<file path="src/rtl/fifo_stream_adapter.sv">
// Read-side adapter for sync_fifo: absorbs the one-cycle SRAM read latency with a
// two-entry buffer and presents the words as a valid/ready stream.
module fifo_stream_adapter #(
    parameter int FIFO_PTR   = 10,
    parameter int FIFO_WIDTH = 32,
    parameter int CNT_WIDTH  = 16
) (
    input  logic                  clk,
    input  logic                  rst_n,
    input  logic                  fifo_empty,
    output logic                  fifo_read_en,
    input  logic [FIFO_WIDTH-1:0] fifo_read_data,
    input  logic                  flush,
    output logic                  m_valid,
    output logic [FIFO_WIDTH-1:0] m_data,
    input  logic                  m_ready,
    output logic [CNT_WIDTH-1:0]  word_count
);

    if (FIFO_PTR < 1 || FIFO_WIDTH < 1 || CNT_WIDTH < 1) begin : g_bad_params
        $error("fifo_stream_adapter: all widths must be at least 1");
    end

    logic                  vld_p1;
    logic [FIFO_WIDTH-1:0] buf_p2 [2];
    logic [1:0]            cnt_p2;
    logic                  head_p2;
    logic                  tail_p2;
    logic [CNT_WIDTH-1:0]  word_count_q;
    logic                  pop;
    logic [2:0]            occupancy;

    assign m_valid    = (cnt_p2 != 2'd0);
    assign m_data     = buf_p2[head_p2];
    assign pop        = m_valid & m_ready;
    assign word_count = word_count_q;

    // Entries held after this edge if no new read is issued; a pop implies cnt_p2 >= 1.
    assign occupancy    = {1'b0, cnt_p2} + {2'b00, vld_p1} - {2'b00, pop};
    assign fifo_read_en = ~fifo_empty & ~flush & ~rst_n & (occupancy <= 3'd1);

    // Stage p0 -> p1: the read strobe becomes the valid of the returning word.
    always_ff @(posedge clk) begin
        if (rst_n) begin
            vld_p1 <= 1'b0;
        end else begin
            vld_p1 <= fifo_read_en;
        end
    end

    // Stage p1 -> p2: capture into the circular output buffer.
    always_ff @(posedge clk) begin
        if (rst_n) begin
            buf_p2[0] <= '0;
            buf_p2[1] <= '0;
            cnt_p2    <= 2'd0;
            head_p2   <= 1'b0;
            tail_p2   <= 1'b0;
        end else if (flush) begin
            cnt_p2  <= 2'd0;
            head_p2 <= 1'b0;
            tail_p2 <= 1'b0;
        end else begin
            if (vld_p1) begin
                buf_p2[tail_p2] <= fifo_read_data;
                tail_p2         <= ~tail_p2;
            end
            if (pop) begin
                head_p2 <= ~head_p2;
            end
            cnt_p2 <= cnt_p2 + {1'b0, vld_p1} - {1'b0, pop};
        end
    end

    always_ff @(posedge clk) begin
        if (rst_n) begin
            word_count_q <= '0;
        end else if (pop) begin
            word_count_q <= word_count_q + {{(CNT_WIDTH-1){1'b0}}, 1'b1};
        end
    end

endmodule

</file>
<file path="config.mk">
export PLATFORM = sky130hd
export DESIGN_NAME = fifo_stream_adapter
export DESIGN_NICKNAME = d
export VERILOG_FILES = /design/src/rtl/fifo_stream_adapter.sv
export SDC_FILE = /design/constraint.sdc
export NUM_CORES = 1
export LEC_CHECK = 0
export BUFFER_PORTS_ARGS = -buffer_cell sky130_fd_sc_hd__buf_2
export CAP_MARGIN = 10
export CORE_MARGIN = 5
export CORE_UTILIZATION = 30
export DETAILED_ROUTE_END_ITERATION = 7
export SYNTH_ARGS = -nofsm -noshare
export SYNTH_HDL_FRONTEND = slang
export SYNTH_SLANG_ARGS = --single-unit
export TNS_END_PERCENT = 1
</file>
<file path="constraint.sdc">
create_clock -name clk -period 4.3 [get_ports clk]
set_input_delay 0.215 -clock clk [delete_from_list [all_inputs] [get_ports clk]]
set_output_delay 0.215 -clock clk [all_outputs]
set_load 0.01 [all_outputs]
</file>
# Yosys cells after proc, flatten, opt, wreduce, memory -nomap -nowiden
# Memories as Yosys holds them, arrays and structs flattened. A register that Yosys moved wholly into a read port is not among the register bits.
# Index checks and enable logic that the tools add are counted.
classes:
  add_sub_neg: 5
  magnitude_cmp: 1
  mux: 11
  bitwise: 9
  reduce_logical: 3
op_table:
  columns: ["cell", "n"]
  rows:
  - ["$mux W32", 1]
  - ["$reduce_or A32 Y1", 1]
  - ["$add A16 B1 Y16 const B", 1]
  - ["$mux W1", 10]
  - ["$not A1 Y1", 5]
  - ["$and A1 B1 Y1", 4]
  - ["$add A2 B1 Y3", 1]
  - ["$le A3 B1 Y1 const B", 1]
  - ["$sub A3 B1 Y3", 1]
  - ["$add A2 B1 Y2", 1]
  - ["$reduce_bool A2 Y1", 1]
  - ["$reduce_or A2 Y1", 1]
  - ["$sub A2 B1 Y2", 1]
word_totals:
  ff_bits: 21
  ramBits: 64
  input_bits: 37
  out_inout_bits: 50
  word_cells: 35
  mem_count: 1
memory_table:
  columns: ["memory", "depth", "word_bits", "read_ports", "rd_clocked_by_memory_dff", "wr", "line_no", "rtl"]
  rows:
  - ["buf_p2", 2, 32, 1, 1, 2, "25", "logic [FIFO_WIDTH-1:0] buf_p2 [2];"]

# Depth between registers and ports, before layout
# Gate-level depths: netlist of run 1.
depth:
  depth_word: 6
  ltp_mapped: 10
  mapped_depth_nobuf: 9

# Worst setup path before layout of run 1
# Ideal clock, no wire load.
synth_path:
  kind: "register -> output"
  startpoint: "register cnt_p2[1]"
  endpoint: "output fifo_read_en"
  t_arrival_ns: 2.375
  path_slack_ns: 1.710
  stages_incl_launch_ff: 11
  path_buffers: 1
  cell_sequence: "dfxtp_1 > clkbuf_2 > or2_2 > nand2_1 > inv_1 > ha_1 > inv_1 > ha_1 > fa_1 > xnor2_1 > nor4b_1"
synth_via:
  elab_chain_len: 5
  word_cells_on_any_way: 6
synth_rtl:
  columns: ["element", "line_no", "rtl"]
  rows:
  - ["from (decl)", "26", "logic [1:0] cnt_p2;"]
  - ["from (signal assigned)", "71", "cnt_p2 <= cnt_p2 + {1'b0, vld_p1} - {1'b0, pop};"]
  - ["$reduce_bool A2 Y1", "33", "assign m_valid = (cnt_p2 != 2'd0);"]
  - ["net m_valid", "14", "output logic m_valid,"]
  - ["$and A1 B1 Y1", "35", "assign pop = m_valid & m_ready;"]
  - ["net pop", "30", "logic pop;"]
  - ["$sub A3 B1 Y3", "39", "assign occupancy = {1'b0, cnt_p2} + {2'b00, vld_p1} - {2'b00, pop};"]
  - ["$le A3 B1 Y1", "40", "assign fifo_read_en = ~fifo_empty & ~flush & ~rst_n & (occupancy <= 3'd1);"]
  - ["$and A1 B1 Y1", "40", null]
  - ["to (decl)", "11", "output logic fifo_read_en,"]
# The timed path passes the listed nets, and every way through them passes these cells.

# Worst setup path after layout of run 1
layout_path:
  startpoint: "register cnt_p2[1]"
  endpoint: "output fifo_read_en"
layout_via:
  elab_chain_len: 5
  word_cells_on_any_way: 6
layout_rtl:
  columns: ["element", "line_no"]
  rows:
  - ["$reduce_bool A2 Y1", "33"]
  - ["$and A1 B1 Y1", "35"]
  - ["net pop", "30"]
  - ["$sub A3 B1 Y3", "39"]
  - ["$le A3 B1 Y1", "40"]
  - ["$and A1 B1 Y1", "40"]
# The timed path passes the listed nets, and every way through them passes these cells.

==> results of run 1 <==
==> placed cells by master (no fill, tap or decap), types with 3 or more instances in the layout <==
master | Yosys | final
sky130_fd_sc_hd__buf_2 | 0 | 86
sky130_fd_sc_hd__and2_1 | 66 | 66
sky130_fd_sc_hd__edfxtp_1 | 64 | 64
sky130_fd_sc_hd__mux2_2 | 32 | 32
sky130_fd_sc_hd__dfxtp_1 | 22 | 21
sky130_fd_sc_hd__nor2_1 | 15 | 14
sky130_fd_sc_hd__xnor2_1 | 10 | 10
sky130_fd_sc_hd__clkbuf_16 | 0 | 9
sky130_fd_sc_hd__inv_1 | 8 | 8
sky130_fd_sc_hd__nand2_1 | 6 | 6
sky130_fd_sc_hd__nor3_1 | 6 | 6
sky130_fd_sc_hd__nor4_1 | 5 | 5
sky130_fd_sc_hd__xor2_1 | 5 | 5
sky130_fd_sc_hd__or3_1 | 4 | 4
sky130_fd_sc_hd__or2_2 | 3 | 3
sky130_fd_sc_hd__o21ai_0 | 3 | 3
sky130_fd_sc_hd__a21oi_1 | 3 | 3
sky130_fd_sc_hd__ha_1 | 3 | 3
==> how the worst min path moves through the flow <==
stage	start	to	slack (ps)	cells after the start
3_5_place_dp	fifo_empty	vld_p1	400	2
3_3_place_gp	fifo_empty	vld_p1	400	2
6_report	fifo_empty	vld_p1	60	2
4_1_cts	fifo_empty	vld_p1	40	2
5_1_grt	fifo_empty	vld_p1	50	2
2_1_floorplan	fifo_empty	vld_p1	290	1
==> worst reg2reg max path, stage by stage (launching register included) <==
cell                      delay, ps
sky130_fd_sc_hd__dfxtp_1        370
sky130_fd_sc_hd__or2_2          300
sky130_fd_sc_hd__nand2_1        180
sky130_fd_sc_hd__inv_1           70
sky130_fd_sc_hd__ha_1           270
sky130_fd_sc_hd__inv_1           40
sky130_fd_sc_hd__ha_1           180
sky130_fd_sc_hd__fa_1           380
sky130_fd_sc_hd__xnor2_1        150
sky130_fd_sc_hd__nor4b_1        250
==> area by class of cell <==
| type | count | share of cell area, % |
|---|---|---|
| clock buffer | 9 | 4.88 |
| tap | 168 | 4.56 |
| inverter | 8 | 0.651 |
| clock inverter | 7 | 1.06 |
| multi-input combinational | 175 | 28.0 |
| sequential | 86 | 51.2 |
| timing repair buffer | 88 | 9.66 |
==> metrics by stage <==
step / area (µm²) / utilization (%) / total power [W]
floorplan: 3740 / - / 0.000990
global placement: 4340 / 35.8 / 0.00104
detailed placement: 4340 / 35.8 / 0.00104
CTS: 4610 / 38.1 / 0.00175
global route: 4610 / 38.1 / 0.00180
finish: 4610 / 38.1 / 0.00173
==> synthesized netlist by cell type (all sizes together) <==
| cell | count |
|---|---|
| a21oi | 3 |
| and2 | 66 |
| and3 | 1 |
| buf | 4 |
| clkbuf | 10 |
| dfxtp | 22 |
| edfxtp | 64 |
| fa | 1 |
| ha | 3 |
| inv | 8 |
| mux2 | 32 |
| mux2i | 1 |
| nand2 | 6 |
| nand3 | 2 |
| nand4 | 3 |
| nor2 | 15 |
| nor3 | 6 |
| nor4 | 5 |
| nor4b | 2 |
| o2111a | 1 |
| o2111ai | 2 |
| o211ai | 1 |
| o21ai | 3 |
| or2 | 3 |
| or3 | 4 |
| xnor2 | 10 |
| xor2 | 5 |
==> power by group through the flow <==
stage                     Clock (W)  Combinational [W]  Sequential (W)
after detailed placement          0          0.0000971        0.000944
after global placement            0          0.0000963        0.000943
final                      0.000705          0.0000944        0.000925
after floorplan                   0          0.0000506        0.000939
after CTS                  0.000726          0.0000978        0.000926
after global routing       0.000764           0.000105        0.000928
==> state kept, by name, summed over array words and instances (netlist names), named ones only <==
name / cells
buf_p2: 64
word_count: 16
cnt_p2: 2
head_p2: 1
tail_p2: 1
vld_p1: 1
==> cells by family (layout without fill, tap and decap cells) <==
family                   Yosys count  in the layout  share of synthesized area [%]
AND/OR/NAND/NOR                  113            113                           17.7
multiplexers                      33             33                           9.90
AO/OA/AOI/OAI                     10             10                           1.77
flip-flops                        86             86                           63.1
buffers and inverters             22            112                           2.44
XOR/XNOR                          15             15                           3.51
adder cells (fa/ha/maj)            4              4                           1.54
==> metal layers <==
metal,vias to the layer above,wire length (µm)
met4,0,99
met1,1131,3230
met5,-,0
li1,1159,-
met3,9,586
met2,65,3790
==> impl_metrics.py, run 1 <==
metrics = {
    "run_status": {
        "run_status": "finished, final reports clean",
    },
    "worst_setup_path": {
        "regToRegEndpoint": "vld_p1",
        "critical_path_buf_inv_count": 3,
        "r2r.worst_path.cells": 9,
        "cp.depth": 10,
        "cp_top_delay_family": "adder cells",
        "timing.reg2reg.setup_slack_ps": 2010,
        "worst_setup_path_endpoint": "fifo_read_en",
        "critical_path.endpoint_type": "output pin",
        "path_cells": "or2_2, nand2_1, inv_1, ha_1, inv_1, ha_1, fa_1, xnor2_1, nor4b_1, buf_2",
        "timing.rr.start": "cnt_p2[1]",
        "cpPeakStageDelay_ps": 380,
        "worstSetupPathType": "flop to output pin",
        "cp-startpoint": "cnt_p2[1]",
        "worstSetupStartpointType": "flop",
        "timing.critical_path.fanout_max": 7,
        "worstPathArrival_ps": 2730,
        "critPathSlowestCell": "sky130_fd_sc_hd__fa_1",
        "worstPathRequired_ps": 4090,
    },
    "synth": {
        "syn_avg_cell_area_um2": 13.2,
        "mappedNetlistNets": 324,
        "synth_top_area_share_pct": 51.4,
        "syn_inst": 283,
        "syn_area_mm2": 0.00374,
        "synth.largest_area_cell": "sky130_fd_sc_hd__edfxtp_1",
        "yosys_register_bits": 86,
        "synth-seq-area-share_pct": 63.1,
        "synth.top_cells.by_area": "sky130_fd_sc_hd__edfxtp_1, sky130_fd_sc_hd__dfxtp_1, sky130_fd_sc_hd__and2_1",
        "synth.distinct_cells": 30,
        "ys_warn_count": 0,
    },
    "power_and_ir_drop": {
        "power_frac_seq_pct": 53.6,
        "powerDensity_mw_per_mm2": 374,
        "p_comb_share_pct": 5.5,
        "peakVddDrop_v": 0.000210,
        "switching_share_pct": 21.8,
        "total_switching_power_w": 0.000376,
        "clockPowerShare_pct": 40.9,
        "total_leakage_power_nw": 1.88,
        "intPower_w": 0.00135,
    },
    "timing": {
        "least_margin_pin_slew_ps": 826,
        "clock_skew_ps": 5.63,
        "grt_setup_unrepaired": "false",
        "maxSlewViolCount": 0,
        "max_slew_margin_vs_limit_pct": 44.9,
        "final_min_period_over_clock_period_pct": 68.5,
        "setup_viol_count_final": 0,
        "postLayoutSetupSlackWorst_ps": 1360,
        "post-route-min-period_ps": 2940,
        "max_freq_mhz": 340,
        "setup_total_negative_slack_ps": 0,
        "number_of_hold_violations_in_the_final_report": 0,
        "finalHoldWorstSlack_ps": 59.5,
    },
    "placed_design": {
        "port_buffers": 86,
        "dpl.cell_count": 525,
        "place_worst_setup_slack_ps": 1650,
        "detailed_place_hpwl_um": 5140,
        "gp_routability_congestion": 0.728,
    },
    "clocking": {
        "cts_sinks": 86,
        "cts.path.max_buffers": 2,
        "cts_hold_repair.buffers": 0,
        "insertion_delay_ps": 340,
        "numCtsBuffers": 9,
        "post_cts.repair.setup_buffers": 0,
        "clk_pin_slew_ps": 60,
        "cts_tree": "built",
        "cts_repair_resize_count": 0,
        "htreeDepth": 3,
        "clockRootBuffer": "sky130_fd_sc_hd__clkbuf_16",
    },
    "drt": {
        "route.detailed.wl_per_inst_um": 14.2,
        "ant_nets": 0,
        "viasPerCell": 4.37,
        "total_iterations_of_the_first_detailed_routing_run": 4,
        "route.detailed.drc": 0,
        "route.final.wire_length_um": 7710,
        "detailedRoute.firstIterationViolations": 148,
        "detailroute.via_count": 2364,
    },
    "final_layout": {
        "layout.nets": 409,
        "fillers": 1218,
        "area_growth_from_synthesis_to_layout_pct": 23.3,
        "diodes": 0,
        "layout.cells.non_filler": 541,
        "multi_input_area_mm2": 0.00129,
        "seq_area_mm2": 0.00236,
        "drive_gt1_share_pct": 37.8,
    },
    "floorplan": {
        "dieHeight_um": 122,
        "floorplan.die.width_um": 122,
        "die_area_mm2": 0.0148,
        "coreArea_mm2": 0.0121,
        "initial_standard_cell_utilization_of_the_core_pct": 30.9,
        "ioPinCount": 87,
        "std_cell_rows": 40,
    },
    "global_route": {
        "first_global_vias": 2409,
        "largest_net_degree_at_the_start_of_global_routing": 34,
        "grt_remaining_overflow": 0,
        "grt_antenna_before_repair": 0,
        "global_route.usage.met3_pct": 4.46,
        "global_route_met1_utilization_pct": 12.6,
        "grt-busiest-layer": "met2",
        "global_route.usage.total_pct": 10.9,
        "grt_util_met2_pct": 18.4,
        "grt_first_pass_wirelength_um": 12400,
    },
    "job": {
        "max-cap-violations": 0,
    },
    "hold_path": {
        "hold_path.class": "primary input to flop",
    },
}
Note: power is estimated with default switching activity, not from simulation.
==> inputs of run 2 (changes only) <==
Clock period 4.3 ns to 2.6 ns, I/O delays scaled along.
==> impl_metrics.py, run 2 (synthesis results as in run 1) <==
metrics = {
    "run_status": {
        "run_status": "finished, final reports clean",
    },
    "clocking": {
        "clockRootBuffer": "sky130_fd_sc_hd__clkbuf_16",
        "htreeDepth": 3,
        "cts_sinks": 86,
        "cts_tree": "built",
        "clk_pin_slew_ps": 60,
        "insertion_delay_ps": 330,
        "cts.path.max_buffers": 2,
        "numCtsBuffers": 9,
    },
    "drt": {
        "viasPerCell": 4.40,
        "route.detailed.wl_per_inst_um": 14.5,
        "total_iterations_of_the_first_detailed_routing_run": 4,
        "route.detailed.drc": 0,
        "detailroute.via_count": 2422,
        "detailedRoute.firstIterationViolations": 131,
        "ant_nets": 0,
        "route.final.wire_length_um": 7980,
    },
    "hold_path": {
        "worstHoldStart": "fifo_read_data[25]",
        "hold_path.class": "primary input to flop",
    },
    "global_route": {
        "grt_remaining_overflow": 0,
        "grt_antenna_before_repair": 1,
        "grt_first_pass_wirelength_um": 12500,
        "first_global_vias": 2533,
        "largest_net_degree_at_the_start_of_global_routing": 33,
        "global_route.usage.total_pct": 11.2,
    },
    "power_and_ir_drop": {
        "peakVddDrop_v": 0.000221,
        "total_leakage_power_nw": 1.95,
        "powerDensity_mw_per_mm2": 623,
    },
    "worst_setup_path": {
        "worstPathArrival_ps": 2350,
        "worstSetupPathType": "flop to output pin",
        "cp_top_delay_family": "adder cells",
        "path_cells": "or2_4, nand2_2, inv_2, ha_4, inv_1, ha_2, fa_2, xnor2_2, nor4b_2, buf_2",
        "timing.rr.start": "cnt_p2[1]",
        "critPathSlowestCell": "sky130_fd_sc_hd__fa_2",
        "critical_path_buf_inv_count": 3,
        "worstPathRequired_ps": 2470,
        "cp-startpoint": "cnt_p2[1]",
        "timing.critical_path.fanout_max": 2,
        "cpPeakStageDelay_ps": 360,
        "critical_path.endpoint_type": "output pin",
        "worstSetupStartpointType": "flop",
        "timing.reg2reg.setup_slack_ps": 530,
    },
    "timing": {
        "max_freq_mhz": 404,
        "setup_total_negative_slack_ps": 0,
        "clock_skew_ps": 4.46,
        "max_slew_margin_vs_limit_pct": 42.8,
        "finalHoldWorstSlack_ps": 80.8,
        "grt_setup_unrepaired": "false",
        "final_min_period_over_clock_period_pct": 95.2,
        "least_margin_pin_slew_ps": 858,
        "setup_viol_count_final": 0,
        "number_of_hold_violations_in_the_final_report": 0,
        "maxSlewViolCount": 0,
        "post-route-min-period_ps": 2480,
    },
    "final_layout": {
        "area_growth_from_synthesis_to_layout_pct": 26.9,
        "layout.nets": 419,
        "final_common_cell": "sky130_fd_sc_hd__buf_2",
        "drive_gt1_share_pct": 41.3,
        "registers.top_by_ff_count": "buf_p2",
        "mostFrequentLayoutCells": "sky130_fd_sc_hd__buf_2, sky130_fd_sc_hd__and2_1, sky130_fd_sc_hd__edfxtp_1",
        "multi_input_area_mm2": 0.00133,
        "seq_area_mm2": 0.00237,
        "diodes": 0,
        "largest_register_ffs": 64,
        "utilization_pct": 39.2,
        "fillers": 1195,
    },
    "floorplan": {
        "floorplan.die.width_um": 122,
        "initial_standard_cell_utilization_of_the_core_pct": 30.9,
        "std_cell_rows": 40,
        "coreArea_mm2": 0.0121,
        "dieHeight_um": 122,
        "ioPinCount": 87,
        "die_area_mm2": 0.0148,
    },
    "placed_design": {
        "port_buffers": 86,
        "detailed_place_hpwl_um": 5200,
        "gp_routability_congestion": 0.761,
    },
    "job": {
        "max-cap-violations": 0,
    },
}
==> run 2: cell count changes in the layout (fill, tap and decap cells not counted), moves of 2 or more <==
cell                            change
sky130_fd_sc_hd__buf_4              +8
sky130_fd_sc_hd__clkinv_2           +2
sky130_fd_sc_hd__clkinvlp_4         -2
sky130_fd_sc_hd__dfxtp_1            -2
sky130_fd_sc_hd__dfxtp_2            +2
sky130_fd_sc_hd__dlygate4sd3_1      +2
sky130_fd_sc_hd__ha_1               -2
==> run 2: where the power goes <==
group          switching (W)  internal, W  total [W]
combinational      0.0000926    0.0000796   0.000172
sequential         0.0000126      0.00152    0.00153
clock               0.000514     0.000743    0.00126
==> run 2: through the flow <==
| stage | cell area, µm² | total power [W] | setup WS [ps] | std cells |
|---|---|---|---|---|
| after floorplan | 3740 | 0.00164 | 94.5 | 283 |
| after global placement | 4380 | 0.00172 | 299 | 531 |
| after detailed placement | 4380 | 0.00173 | 252 | 531 |
| after CTS | 4750 | 0.00300 | 8.04 | 551 |
| after global routing | 4750 | 0.00308 | 15.2 | 551 |
| final | 4750 | 0.00296 | 125 | 551 |
==> run 2: metal layers <==
layer  routed length, µm  global-route usage, %  vias up
met5                  20                      0        -
met1                3470                   13.3     1156
met4                 120                   4.41        2
li1                    -                      -     1185
met3                 564                   4.46       12
met2                3810                   18.1       67
==> run 2: repair_timing <==
item                                    4_1_cts  5_1_grt
hold buffers                                  2        0
endpoints found under the setup margin        1        1
setup buffers                                 2        0
pin swaps                                     6        2
resized for setup                            10        0
endpoints found under the hold margin         4        0
==> run 2: final timing paths <==
kind,cells after the start,endpoint
worst min-delay path,2,buf_p2[1][25]
worst max-delay path,10,fifo_read_en
worst min register to register,2,word_count[15]
worst max register to register,10,vld_p1
==> run 2: cell type report <==
class                      count  area share [%]
clock buffer                  10            4.82
clock inverter                 6            1.29
inverter                       8           0.632
multi-input combinational    175            27.9
sequential                    86            49.8
tap                          168            4.43
timing repair buffer          98            11.1
